<file path="config.mk">
export PLATFORM = sky130hd
export DESIGN_NAME = imem_fetch_ctrl
export DESIGN_NICKNAME = d
export VERILOG_FILES = /design/src/rtl/imem_ctrl_pkg.sv /design/src/rtl/fetch_skid_buffer.sv /design/src/rtl/imem_fetch_ctrl.sv
export SDC_FILE = /design/constraint.sdc
export NUM_CORES = 1
export LEC_CHECK = 0
export ABC_AREA = 1
export CAP_MARGIN = 15
export CORE_UTILIZATION = 54
export DETAILED_ROUTE_END_ITERATION = 6
export PLACE_DENSITY = 0.91
export SYNTH_ARGS = -nofsm -noshare
export SYNTH_HDL_FRONTEND = slang
export SYNTH_HIERARCHICAL = 1
export SYNTH_SLANG_ARGS = --single-unit
</file>
<file path="constraint.sdc">
create_clock -name clk -period 5.3 [get_ports clk]
set_input_delay 0.53 -clock clk [delete_from_list [all_inputs] [get_ports clk]]
set_output_delay 0.53 -clock clk [all_outputs]
set_load 0.01 [all_outputs]
</file>
<file path="src/rtl/imem_ctrl_pkg.sv">
// Shared types and constants for the instruction-memory fetch controller.
package imem_ctrl_pkg;

  typedef enum logic [1:0] {
    ST_IDLE  = 2'd0,
    ST_LOAD  = 2'd1,
    ST_FETCH = 2'd2,
    ST_HALT  = 2'd3
  } state_t;

  localparam int unsigned WORD_BYTES = 4;
  localparam int unsigned WORD_SHIFT = $clog2(WORD_BYTES);

  typedef struct packed {
    logic [31:0] pc;
    logic [31:0] instr;
  } fetch_entry_t;

  // Word-index compare on the full 32-bit address, so wrapped PCs land out of range.
  function automatic logic addr_in_range(input logic [31:0] addr, input int unsigned depth);
    return (addr >> WORD_SHIFT) < depth;
  endfunction

endpackage

</file>
<file path="src/rtl/fetch_skid_buffer.sv">
// Output register plus one-entry skid slot for fetched instructions, with flush.
module fetch_skid_buffer
  import imem_ctrl_pkg::*;
(
  input  logic         clk,
  input  logic         reset,
  input  logic         flush,
  input  logic         in_valid,
  input  fetch_entry_t in_entry,
  input  logic         out_ready,
  output logic         out_valid,
  output fetch_entry_t out_entry,
  output logic         skid_valid
);

  logic         out_valid_q, out_valid_d;
  fetch_entry_t out_entry_q, out_entry_d;
  logic         skid_valid_q, skid_valid_d;
  fetch_entry_t skid_entry_q, skid_entry_d;
  logic         out_free;

  assign out_free = !out_valid_q || out_ready;

  // The skid always drains ahead of newly returned data so ordering is preserved.
  always_comb begin
    out_valid_d  = out_valid_q;
    out_entry_d  = out_entry_q;
    skid_valid_d = skid_valid_q;
    skid_entry_d = skid_entry_q;

    if (flush) begin
      out_valid_d  = 1'b0;
      skid_valid_d = 1'b0;
    end else if (out_free) begin
      if (skid_valid_q) begin
        out_valid_d  = 1'b1;
        out_entry_d  = skid_entry_q;
        skid_valid_d = in_valid;
        if (in_valid) begin
          skid_entry_d = in_entry;
        end
      end else begin
        out_valid_d = in_valid;
        if (in_valid) begin
          out_entry_d = in_entry;
        end
      end
    end else if (in_valid) begin
      skid_valid_d = 1'b1;
      skid_entry_d = in_entry;
    end
  end

  always_ff @(posedge clk or negedge reset) begin
    if (!reset) begin
      out_valid_q  <= 1'b0;
      out_entry_q  <= '0;
      skid_valid_q <= 1'b0;
      skid_entry_q <= '0;
    end else begin
      out_valid_q  <= out_valid_d;
      out_entry_q  <= out_entry_d;
      skid_valid_q <= skid_valid_d;
      skid_entry_q <= skid_entry_d;
    end
  end

  assign out_valid  = out_valid_q;
  assign out_entry  = out_entry_q;
  assign skid_valid = skid_valid_q;

endmodule

</file>
<file path="src/rtl/imem_fetch_ctrl.sv">
// Program counter and fetch sequencer for a single-port instruction memory
// shared with a program loader; delivers instructions over valid/ready.
module imem_fetch_ctrl
  import imem_ctrl_pkg::*;
#(
  parameter int unsigned DEPTH    = 128,
  parameter logic [31:0] RESET_PC = 32'h0
) (
  input  logic        clk,
  input  logic        reset,
  input  logic        start,
  input  logic        stop,
  input  logic        redirect_valid,
  input  logic [31:0] redirect_pc,
  input  logic        load_active,
  input  logic        load_we,
  input  logic [31:0] load_addr,
  input  logic [31:0] load_data,
  output logic        load_err,
  output logic        mem_re,
  output logic        mem_we,
  output logic [31:0] mem_addr,
  output logic [31:0] mem_wdata,
  input  logic [31:0] mem_rdata,
  output logic        out_valid,
  input  logic        out_ready,
  output logic [31:0] out_instr,
  output logic [31:0] out_pc,
  output logic        fault,
  output logic [31:0] fault_pc,
  output logic        busy
);

  state_t       state_q, state_d;
  logic [31:0]  pc_q, pc_d;
  logic         inflight_valid_q, inflight_valid_d;
  logic [31:0]  inflight_pc_q, inflight_pc_d;
  logic         fault_q, fault_d;
  logic [31:0]  fault_pc_q, fault_pc_d;

  logic         flush;
  logic         issue;
  logic         pc_in_range;
  logic         load_in_range;
  logic         redirect_misaligned;
  logic         out_blocked;
  logic         skid_valid;
  fetch_entry_t ret_entry;
  fetch_entry_t out_entry;

  assign pc_in_range         = addr_in_range(pc_q, DEPTH);
  assign load_in_range       = addr_in_range(load_addr, DEPTH);
  assign redirect_misaligned = (redirect_pc[1:0] != 2'b00);
  assign out_blocked         = out_valid && !out_ready;

  always_comb begin
    state_d    = state_q;
    pc_d       = pc_q;
    fault_d    = fault_q;
    fault_pc_d = fault_pc_q;
    flush      = 1'b0;
    issue      = 1'b0;
    mem_re     = 1'b0;
    mem_we     = 1'b0;
    mem_addr   = '0;
    mem_wdata  = '0;
    load_err   = 1'b0;

    case (state_q)
      ST_IDLE: begin
        if (load_active) begin
          state_d = ST_LOAD;
        end else if (start) begin
          state_d = ST_FETCH;
          pc_d    = RESET_PC;
          fault_d = 1'b0;
          flush   = 1'b1;
        end
      end

      ST_LOAD: begin
        mem_addr  = load_addr;
        mem_wdata = load_data;
        if (load_active && load_we) begin
          if (load_in_range) begin
            mem_we = 1'b1;
          end else begin
            load_err = 1'b1;
          end
        end
        if (!load_active) begin
          state_d = ST_IDLE;
        end
      end

      // Priority: stop, then redirect, then range fault, then issue.
      ST_FETCH: begin
        if (stop) begin
          state_d = ST_IDLE;
          flush   = 1'b1;
        end else if (redirect_valid) begin
          flush = 1'b1;
          if (redirect_misaligned) begin
            state_d    = ST_HALT;
            fault_d    = 1'b1;
            fault_pc_d = redirect_pc;
          end else begin
            pc_d = redirect_pc;
          end
        end else if (!pc_in_range) begin
          state_d    = ST_HALT;
          fault_d    = 1'b1;
          fault_pc_d = pc_q;
        end else if (!skid_valid && !(inflight_valid_q && out_blocked)) begin
          issue    = 1'b1;
          mem_re   = 1'b1;
          mem_addr = pc_q;
          pc_d     = pc_q + 32'(WORD_BYTES);
        end
      end

      ST_HALT: begin
        if (load_active) begin
          state_d = ST_LOAD;
        end else if (start) begin
          state_d = ST_FETCH;
          pc_d    = RESET_PC;
          fault_d = 1'b0;
          flush   = 1'b1;
        end
      end

      default: begin
        state_d = ST_IDLE;
      end
    endcase
  end

  always_comb begin
    inflight_valid_d = issue;
    inflight_pc_d    = issue ? pc_q : inflight_pc_q;
  end

  always_ff @(posedge clk or negedge reset) begin
    if (!reset) begin
      state_q          <= ST_IDLE;
      pc_q             <= RESET_PC;
      inflight_valid_q <= 1'b0;
      inflight_pc_q    <= '0;
      fault_q          <= 1'b0;
      fault_pc_q       <= '0;
    end else begin
      state_q          <= state_d;
      pc_q             <= pc_d;
      inflight_valid_q <= inflight_valid_d;
      inflight_pc_q    <= inflight_pc_d;
      fault_q          <= fault_d;
      fault_pc_q       <= fault_pc_d;
    end
  end

  // Read data is tagged with the PC captured when the read was issued.
  assign ret_entry.pc    = inflight_pc_q;
  assign ret_entry.instr = mem_rdata;

  fetch_skid_buffer u_skid (
    .clk        (clk),
    .reset      (reset),
    .flush      (flush),
    .in_valid   (inflight_valid_q),
    .in_entry   (ret_entry),
    .out_ready  (out_ready),
    .out_valid  (out_valid),
    .out_entry  (out_entry),
    .skid_valid (skid_valid)
  );

  assign out_instr = out_entry.instr;
  assign out_pc    = out_entry.pc;
  assign fault     = fault_q;
  assign fault_pc  = fault_pc_q;
  assign busy      = (state_q != ST_IDLE);

endmodule

</file>
==> flow_results.xml <==
<?xml version="1.0" encoding="UTF-8"?>
<metrics>
  <group name="placement">
    <metric name="detailed_place_hpwl" unit="µm">24300</metric>
    <metric name="routabilityCongestion" unit="">0.950</metric>
    <metric name="io_buffers" unit="">301</metric>
    <metric name="dp.cells" unit="">2167</metric>
    <metric name="worst_case_setup_slack_after_placement" unit="ns">2.00</metric>
  </group>
  <group name="global_route">
    <metric name="largest_net_degree_at_the_start_of_global_routing" unit="">135</metric>
    <metric name="first_pass_grt_wire_length" unit="µm">57300</metric>
    <metric name="antenna_found_initial" unit="">0</metric>
    <metric name="groute.usage.overall" unit="">0.320</metric>
    <metric name="gr_ovfl_total" unit="">0</metric>
    <metric name="via_count_of_the_first_global_routing_pass" unit="">11800</metric>
  </group>
  <group name="timing">
    <metric name="worst-slew-pin-transition" unit="ns">1.03</metric>
    <metric name="achievable_clock_frequency" unit="MHz">264</metric>
    <metric name="worst_clock_skew" unit="ns">0.00941</metric>
    <metric name="setup-violations-final" unit="">0</metric>
    <metric name="timing_max_transition_violations_final" unit="">0</metric>
    <metric name="worst_slack" unit="ns">1.51</metric>
    <metric name="final_hold_vio_count" unit="">0</metric>
    <metric name="final_period_minus_worst_setup_slack" unit="ns">3.79</metric>
    <metric name="worst_slew_margin_rel" unit="">0.314</metric>
    <metric name="period_share" unit="">0.715</metric>
    <metric name="hold-worst-slack" unit="ns">0.129</metric>
    <metric name="grt_setup_unrepaired" unit="">false</metric>
    <metric name="totalNegativeSetupSlack" unit="ns">0</metric>
  </group>
  <group name="logic_synthesis">
    <metric name="synth.net_count" unit="">1812</metric>
    <metric name="synth.yosys.seq_area_share" unit="">0.485</metric>
    <metric name="netlist_top_cells_area" unit="">dfrtp_1 49%, nand2_1 24%, nand3_1 7.8%</metric>
    <metric name="post-synth-top-area-cell" unit="">dfrtp_1</metric>
    <metric name="synth_enable_flop_cells" unit="">0</metric>
    <metric name="synthArstFlopShare" unit="">1.00</metric>
    <metric name="synthDominantCellAreaShare" unit="">0.485</metric>
    <metric name="cell_with_the_most_instances_after_synthesis" unit="">nand2_1</metric>
    <metric name="yosysWarningCount" unit="">6</metric>
    <metric name="post_synth_instance_area" unit="µm²">11900</metric>
    <metric name="synthTopCellsByCount" unit="">767 x nand2_1, 230 x dfrtp_1, 185 x nand3_1, 123 x inv_1, 120 x nor2_1</metric>
    <metric name="synth_cell_type_count" unit="">29</metric>
    <metric name="postSynth.topFlopCell" unit="">dfrtp_1</metric>
    <metric name="postSynthAreaPerCell" unit="µm²">7.10</metric>
    <metric name="ys_ff_latch" unit="">230</metric>
    <metric name="syn_inst" unit="">1671</metric>
  </group>
  <group name="setup_path">
    <metric name="worst_ep_required_time" unit="ns">4.77</metric>
    <metric name="cp_num_buf_inv" unit="">6</metric>
    <metric name="timing.critical_path.slowest_stage_cell" unit="">clkdlybuf4s50_1</metric>
    <metric name="worst_setup_path_start_kind" unit="">flip-flop</metric>
    <metric name="critical_path.cell_chain" unit="">buf_4 &gt; inv_1 &gt; nand2_1 &gt; inv_1 &gt; nand4_2 &gt; inv_2 &gt; nand2_4 &gt; inv_2 &gt; clkdlybuf4s50_1</metric>
    <metric name="timing.critical_path.max_delay_family" unit="">buffers and inverters</metric>
    <metric name="arrival" unit="ns">3.26</metric>
    <metric name="crit_type" unit="">flip-flop to output pin</metric>
    <metric name="critPathMaxFanout" unit="">43</metric>
    <metric name="timing.critical_path.slowest_cell_delay" unit="ns">0.65</metric>
    <metric name="setup.worst_path.end_class" unit="">output pin</metric>
  </group>
  <group name="floorplanning">
    <metric name="fp.coreArea" unit="µm²">21300</metric>
    <metric name="io-pin-count" unit="">302</metric>
    <metric name="dieHeight" unit="µm">150</metric>
    <metric name="floorplan.rows" unit="">53</metric>
    <metric name="fp.dieW" unit="µm">150</metric>
    <metric name="area_enclosed_by_the_die_boundary" unit="µm²">22600</metric>
    <metric name="start_util" unit="">0.557</metric>
  </group>
  <group name="clock_tree">
    <metric name="clkLatencyLatePin" unit="ns">0.51</metric>
    <metric name="total_cts_buffers" unit="">25</metric>
    <metric name="h-tree-depth" unit="">1</metric>
    <metric name="clock_sinks" unit="">230</metric>
    <metric name="cts_hold_buf" unit="">0</metric>
    <metric name="cts_tree" unit="">yes</metric>
    <metric name="cts_root_buf" unit="">clkbuf_16</metric>
    <metric name="post_cts.repair.setup_buffers" unit="">0</metric>
    <metric name="clockBufferDepth" unit="">3</metric>
    <metric name="clkSlewWorstSetupHoldPaths" unit="ns">0.06</metric>
    <metric name="post_cts_resized" unit="">0</metric>
  </group>
  <group name="layout">
    <metric name="layout.filler_cells" unit="">1545</metric>
    <metric name="utilization" unit="">0.743</metric>
    <metric name="multi_input_combinational_cell_area" unit="µm²">5190</metric>
    <metric name="area_growth_syn_to_fin" unit="%">33.4</metric>
    <metric name="drive_above_1_share" unit="">0.0464</metric>
    <metric name="antenna-diode-count" unit="">0</metric>
    <metric name="post_layout_nonfiller_instances" unit="">2213</metric>
    <metric name="seq_area" unit="µm²">5760</metric>
    <metric name="layout_net_count" unit="">2064</metric>
  </group>
  <group name="detailed_routing">
    <metric name="vias_per_cell" unit="">5.49</metric>
    <metric name="route.detailed.wl_per_inst" unit="µm">16.3</metric>
    <metric name="finalWirelength" unit="µm">36000</metric>
    <metric name="drt_drc_violations_left" unit="">0</metric>
    <metric name="detail_route.iter0.violations" unit="">1160</metric>
    <metric name="ant_nets" unit="">0</metric>
    <metric name="dr_total_vias" unit="">12100</metric>
    <metric name="drt_first_pass_iters" unit="">6</metric>
  </group>
  <group name="run_status">
    <metric name="outcome" unit="">complete, no violations</metric>
  </group>
  <group name="pwr">
    <metric name="power_density" unit="nW/µm²">451</metric>
    <metric name="peakVddDrop" unit="V">0.000227</metric>
    <metric name="power.leakage" unit="µW">0.00814</metric>
  </group>
  <group name="min_path">
    <metric name="hold_class" unit="">input pin to asynchronous set/reset pin</metric>
  </group>
  <group name="job">
    <metric name="max_cap_viol_count" unit="">0</metric>
  </group>
</metrics>
==> registers in the layout, indices dropped and copies added (netlist names) <==
signal,flops
fault,1
inflight_pc_q,32
state_q,2
u_skid/skid_entry_q,64
inflight_valid_q,1
pc_q,32
u_skid/skid_valid,1
fault_pc,32
u_skid/out_entry,64
u_skid/out_valid,1
==> worst paths after layout <==
kind | startpoint | endpoint | slack, ns | cells after the start
worst min register to register | u_skid/skid_entry_q[32] | u_skid/skid_entry_q[32] | 0.47 | 2
worst min-delay path | reset | u_skid/skid_entry_q[57] | 0.13 | 1
min in group clk | u_skid/skid_entry_q[32] | u_skid/skid_entry_q[32] | 0.47 | 2
max in group asynchronous | reset | u_skid/skid_valid | 3.92 | 2
worst max-delay path | u_skid/skid_valid | mem_re | 1.51 | 9
worst max register to register | state_q[0] | u_skid/out_entry[45] | 2.28 | 10
==> worst register-to-register path: cells and delay by family, from the launching register on <==
family	cells	cell delay, ns
flops	1	0.40
buf+inv	4	0.79
simple gates	4	0.70
compound gates	1	0.64
fa+ha+maj	1	0.42
==> power breakdown <==
part,internal (µW),switching (µW),total (µW)
registers,2240,401,2640
clock network,1130,701,1830
logic,1200,1470,2670
==> stage by stage <==
stage | total power, µW | area, µm²
2_1_floorplan | 3940 | 11900
3_3_place_gp | 5170 | 14900
3_5_place_dp | 5270 | 14900
4_1_cts | 7120 | 15700
5_1_grt | 7550 | 15800
6_report | 7140 | 15800
==> area by class of cell <==
type / count / share of cell area
Tap cell: 275 / 0.0217
Clock buffer: 32 / 0.0444
Multi-Input combinational cell: 1221 / 0.328
Inverter: 129 / 0.0306
Clock inverter: 10 / 0.0102
Sequential cell: 230 / 0.364
Timing Repair Buffer: 316 / 0.201
==> cells by family after synthesis <==
family | Yosys count | synth area share
and+or+nand+nor | 1112 | 0.384
AOI/OAI and AO/OA | 104 | 0.0466
adders and majority gates | 5 | 0.00527
DFF | 230 | 0.485
buffers and inverters | 220 | 0.0794
==> cells in the final DEF (no fill, tap or decap), types with 2 or more instances in the layout <==
cell type / n
nand4_1: 10
clkdlybuf4s50_1: 299
a21oi_1: 42
clkinv_4: 2
o21ai_1: 2
nand2_2: 6
nand2_1: 764
o21a_1: 5
inv_2: 7
o211ai_1: 6
buf_12: 3
nor2_4: 6
nand3_1: 184
clkbuf_8: 5
ha_1: 4
nor4_1: 5
dfrtp_1: 229
inv_1: 122
nor2_2: 6
nand3_2: 2
nor2_1: 119
nand2_4: 2
buf_4: 11
clkbuf_1: 2
clkinv_2: 3
nor3_1: 6
clkbuf_16: 25
o21ai_0: 46
a31oi_1: 2
bufinv_16: 4
==> metal layers <==
metal / GRT usage / share of wire
met1: 0.393 / 0.37
met2: 0.560 / 0.50
met3: 0.0461 / 0.083
met4: 0.135 / 0.040
met5: 0 / 0
No activity file was read; power rests on OpenSTA's default activity.
==> RTL change 1 (same settings) <==
Re-encode `state_t` (4 states) as one-hot, 4 bits wide.
--- a/src/rtl/imem_ctrl_pkg.sv
+++ b/src/rtl/imem_ctrl_pkg.sv
@@ -2,9 +2,9 @@
 package imem_ctrl_pkg;
 
-  typedef enum logic [1:0] {
-    ST_IDLE  = 2'd0,
-    ST_LOAD  = 2'd1,
-    ST_FETCH = 2'd2,
-    ST_HALT  = 2'd3
+  typedef enum logic [3:0] {
+    ST_IDLE  = 4'b0001,
+    ST_LOAD  = 4'b0010,
+    ST_FETCH = 4'b0100,
+    ST_HALT  = 4'b1000
   } state_t;
 
Behaviour: no difference found for any inputs over 4 cycles, from zero or initial values and one cycle with reset low; so few cycles prove little.
==> RTL change 1 against the unedited design <==
- the run now ends with negative hold slack left
- combinational power is 41% lower
- setup slack better by 220 ps
- synthesized cell count is 0.90% lower
- design area is 0.82% lower
- power is 23% lower
- routed wire length is 6.3% lower
- sequential cell count is 2 higher
- register-to-register slack better by 130 ps
- area after synthesis hardly changed
- critical path type unchanged
- critical endpoint unchanged
- largest power group is now registers
==> RTL change 1: results (changes against the unedited design) <==
Global routing
  – Vias in the first global route: 11000 (was 11800)
  – First-pass GRT wire length: 54200 µm (was 57300 µm)
  – GRT Total Usage: 0.299 (was 0.320)
  – Initial antenna violation count: 0 (unchanged)
  – Largest net degree at the start of global routing: 102 (was 135)

STA
  – Final Skew: 15.3 ps (was 9.41 ps)
  – Setup total negative slack: 0 ps (unchanged)
  – Final Hold Slack: -1.03 ps (was 129 ps)
  – Worst Tran Pin Value: 865 ps (was 1030 ps)
  – Period minus WS final: 3570 ps (was 3790 ps)
  – Hold Violations, Final: 1 (was 0)

Setup path
  – Crit path max fanout: 28 (was 43)
  – Reg2Reg Setup Slack: 2410 ps (was 2280 ps)
  – Worst r2r path cells: 10 (unchanged)
  – CP Capture Point: mem_re (unchanged)
  – Critical path launch point: pc_q[21] (was u_skid/skid_valid)
  – Data arrival, critical path: 3040 ps (was 3260 ps)
  – Worst R2R Start: state_q[0] (unchanged)
  – Reg2reg end: u_skid/out_entry[36] (was u_skid/out_entry[45])

Yosys
  – Warnings from Yosys: 6 (unchanged)
  – Sequential area share after synthesis: 0.490 (was 0.485)
  – Most frequent cells after synthesis: nand2_1, dfrtp_1, nand3_1 (unchanged)
  – Cells after Synth: 1656 (was 1671)
  – Syn Nets: 1793 (was 1812)
  – Post-synth top area cell: dfrtp_1 (unchanged)
  – Synth area leaders: dfrtp_1, nand2_1, nand3_1, nor2_1, inv_1 (was dfrtp_1, nand2_1, nand3_1, inv_1, nor2_1)
  – Library cells used by synthesis: 37 (was 29)
  – Synth async-reset ratio: 1.00 (unchanged)

Clock network
  – CTS Root Cell: clkbuf_16 (unchanged)
  – Clock latency on the worst-skew pair: 530 ps (was 510 ps)
  – Post-CTS setup buffers: 0 (unchanged)
  – Cts repair resizes: 0 (unchanged)
  – Max clock buf depth: 3 (unchanged)
  – Cts bufs inserted: 25 (unchanged)

Detailed routing
  – Final WL: 33800 µm (was 36000 µm)
  – DR iter-0 viols: 1023 (was 1160)
  – Avg WL per Cell: 15.3 µm (was 16.3 µm)
  – DR pass1 iterations: 7 (was 6)
  – Via density: 5.32 (was 5.49)

Finish
  – Layout cell share with drive strength beyond 1: 0.0441 (was 0.0464)
  – Diode count: 0 (unchanged)
  – Nets: 2047 (was 2064)
  – Filler Cells Inserted: 1574 (was 1545)
  – Area occupied by multi-input gates: 5040 µm² (was 5190 µm²)

Placement
  – # placed instances: 2157 (was 2167)
  – Placed inst area: 14900 µm² (about the same)
  – Routability Congestion: 0.905 (was 0.950)
  – Detail Placement HPWL: 22600 µm (was 24300 µm)
  – DP Worst Slack: 1900 ps (was 2000 ps)

Outcome
  – Status: finished, violations left (was complete, no violations)
  – Failing checks: negative hold slack

Power and ir drop
  – Leakage: 0.00810 µW (was 0.00814 µW)
  – Peak supply drop: 246 µV (was 227 µV)
-- RTL change 1: worst min-delay path by stage --
stage | endpoint | cells after the start | start
2_1_floorplan | fault | 0 | reset
3_3_place_gp | u_skid/skid_entry_q[60] | 2 | u_skid/skid_entry_q[60]
3_5_place_dp | u_skid/skid_entry_q[35] | 2 | u_skid/skid_entry_q[35]
4_1_cts | u_skid/skid_entry_q[2] | 1 | reset
5_1_grt | u_skid/out_entry[4] | 1 | reset
6_report | u_skid/out_entry[5] | 1 | reset
-- RTL change 1: critical path, stage by stage (launching register included) --
cell	delay [ps]
dfrtp_1	460
nor2_1	120
nand2_1	60
nor2_1	230
nand4_1	150
inv_1	110
nand3_4	250
inv_2	470
clkdlybuf4s50_1	650
-- RTL change 1: report_power, final --
group | switching [µW] | internal [µW]
combinational | 878 | 691
sequential | 199 | 2000
clock | 695 | 1010
total | 1770 | 3700
-- RTL change 1: layout make-up --
cell class / instances / share of cell area
Clock buffer: 40 / 0.0473
Clock inverter: 4 / 0.00399
Inverter: 152 / 0.0363
Multi-Input combinational cell: 1184 / 0.321
Sequential cell: 232 / 0.370
Tap cell: 275 / 0.0219
Timing Repair Buffer: 315 / 0.199
-- RTL change 1: logic make-up (layout without fill, tap and decap cells) --
family	after synthesis	in the layout	synth area share
compound gates	112	112	0.0497
xor+xnor	1	1	0.000739
fa+ha+maj	1	1	0.00106
buf+inv	240	511	0.0876
flops	232	232	0.490
simple gates	1070	1070	0.371
-- RTL change 1: per-layer routing --
layer | part of all wire | wire length (µm) | vias up | global-route usage
met5 | 0 | 0 | - | 0
met4 | 0.025 | 828 | 0 | 0.0960
met3 | 0.082 | 2760 | 64 | 0.0533
met2 | 0.49 | 16400 | 509 | 0.494
met1 | 0.41 | 13800 | 5503 | 0.399
li1 | - | - | 5633 | -
==> RTL change 2 (same flow settings) <==
Made on the original files. `DEPTH`: 128 -> 96.
--- a/src/rtl/imem_fetch_ctrl.sv
+++ b/src/rtl/imem_fetch_ctrl.sv
@@ -4,5 +4,5 @@
   import imem_ctrl_pkg::*;
 #(
-  parameter int unsigned DEPTH    = 128,
+  parameter int unsigned DEPTH    = 96,
   parameter logic [31:0] RESET_PC = 32'h0
 ) (
Check against the original RTL: not equivalent (Yosys sat finds a counterexample within 4 cycles, from zero or initial values and one cycle with reset low).
==> RTL change 2 against the unedited design <==
- sequential power decreased by 7%
- sequential cell count unchanged
- power decreased by 6.3%
- critical path depth shrank 4
- global-route usage fell by 0.20 points
- design area up 0.80%
- routed wire length grew 2.2%
- highest routed layer unchanged
- setup slack worse by 92 ps
- sequential share of layout area decreased by 0.29 points
- area after synthesis increased by 2.0%
- final cell count rose by 0.86%
==> RTL change 2: results (changes against the unedited design) <==
Finish
  – Diode count: 2 (was 0)
  – Finished Layout Cells: 2232 (was 2213)
  – Final Instance Area: 16000 µm² (was 15800 µm²)
  – Non-clock inverters: 149 (was 129)
  – NonClk Buf Share: 0.197 (was 0.201)
  – Filler Cells Inserted: 1616 (was 1545)
  – Area occupied by multi-input gates: 5310 µm² (was 5190 µm²)
  – Comb_multi_in: 1214 (was 1221)
  – CLK BUF: 29 (was 32)
  – Fraction of area in registers: 0.361 (was 0.364)
  – Nets: 2074 (was 2064)
  – Clock network share of area: 0.0522 (was 0.0545)

Power and ir drop
  – Combinational power share: 0.365 (was 0.375)
  – Peak supply drop: 220 µV (was 227 µV)
  – Sw power: 2410 µW (was 2570 µW)

Setup path
  – Reg2Reg Setup Slack: 1790 ps (was 2280 ps)
  – Worst path slowest cell: ha_1 (was clkdlybuf4s50_1)
  – Reg2reg end: u_skid/out_entry[41] (was u_skid/out_entry[45])
  – Crit path max fanout: 35 (was 43)
  – CP Capture Point: mem_addr[3] (was mem_re)
  – Data arrival, critical path: 3350 ps (was 3260 ps)

Detailed routing
  – Via density: 5.53 (was 5.49)
  – DR iter-0 viols: 1145 (was 1160)
  – Wire length on met2: 18300 µm (was 18100 µm)
  – Met1 wire length: 14100 µm (was 13400 µm)

Outcome
  – Status: complete, no violations (unchanged)

STA
  – Final Hold Slack: 6.19 ps (was 129 ps)
  – Final Skew: 12.6 ps (was 9.41 ps)

Global routing
  – Largest net degree at the start of global routing: 134 (was 135)
  – Initial antenna violation count: 2 (was 0)
  – Met2 GRT Util: 0.550 (was 0.560)
  – First-pass GRT wire length: 58100 µm (was 57300 µm)
  – Vias in the first global route: 11800 (about the same)

Yosys
  – Most frequent cells after synthesis: nand2_1, dfrtp_1, nand3_1 (unchanged)
  – Syn Nets: 1827 (was 1812)
  – Synth area leaders: dfrtp_1, nand2_1, nand3_1, inv_1, nor2_1 (unchanged)
  – Sequential area share after synthesis: 0.476 (was 0.485)

Placement
  – Placed inst area: 15100 µm² (was 14900 µm²)
  – DP Worst Slack: 1910 ps (was 2000 ps)
==> RTL change 2: cell count changes in the layout (fill, tap and decap cells not counted), sizes merged, moves of 4 or more <==
| cell | delta |
|---|---|
| nand3 | +12 |
| inv | +20 |
| o211ai | -6 |
| o21ai | +19 |
| clkinv | +4 |
| nor4 | -4 |
| o21a | -4 |
| nor2 | -30 |
| nand2 | -28 |
| nor3 | +18 |
==> RTL change 2: cell families (layout without fill, tap and decap cells) <==
group / count (synthesis) / in the layout / share of synthesized area
buffers and inverters: 242 / 506 / 0.0882
XOR/XNOR: 3 / 3 / 0.00217
AND/OR/NAND/NOR: 1088 / 1088 / 0.375
AO/OA/AOI/OAI: 118 / 118 / 0.0545
other: 0 / 2 / 0
flip-flops: 230 / 230 / 0.476
adder cells (fa/ha/maj): 5 / 5 / 0.00517
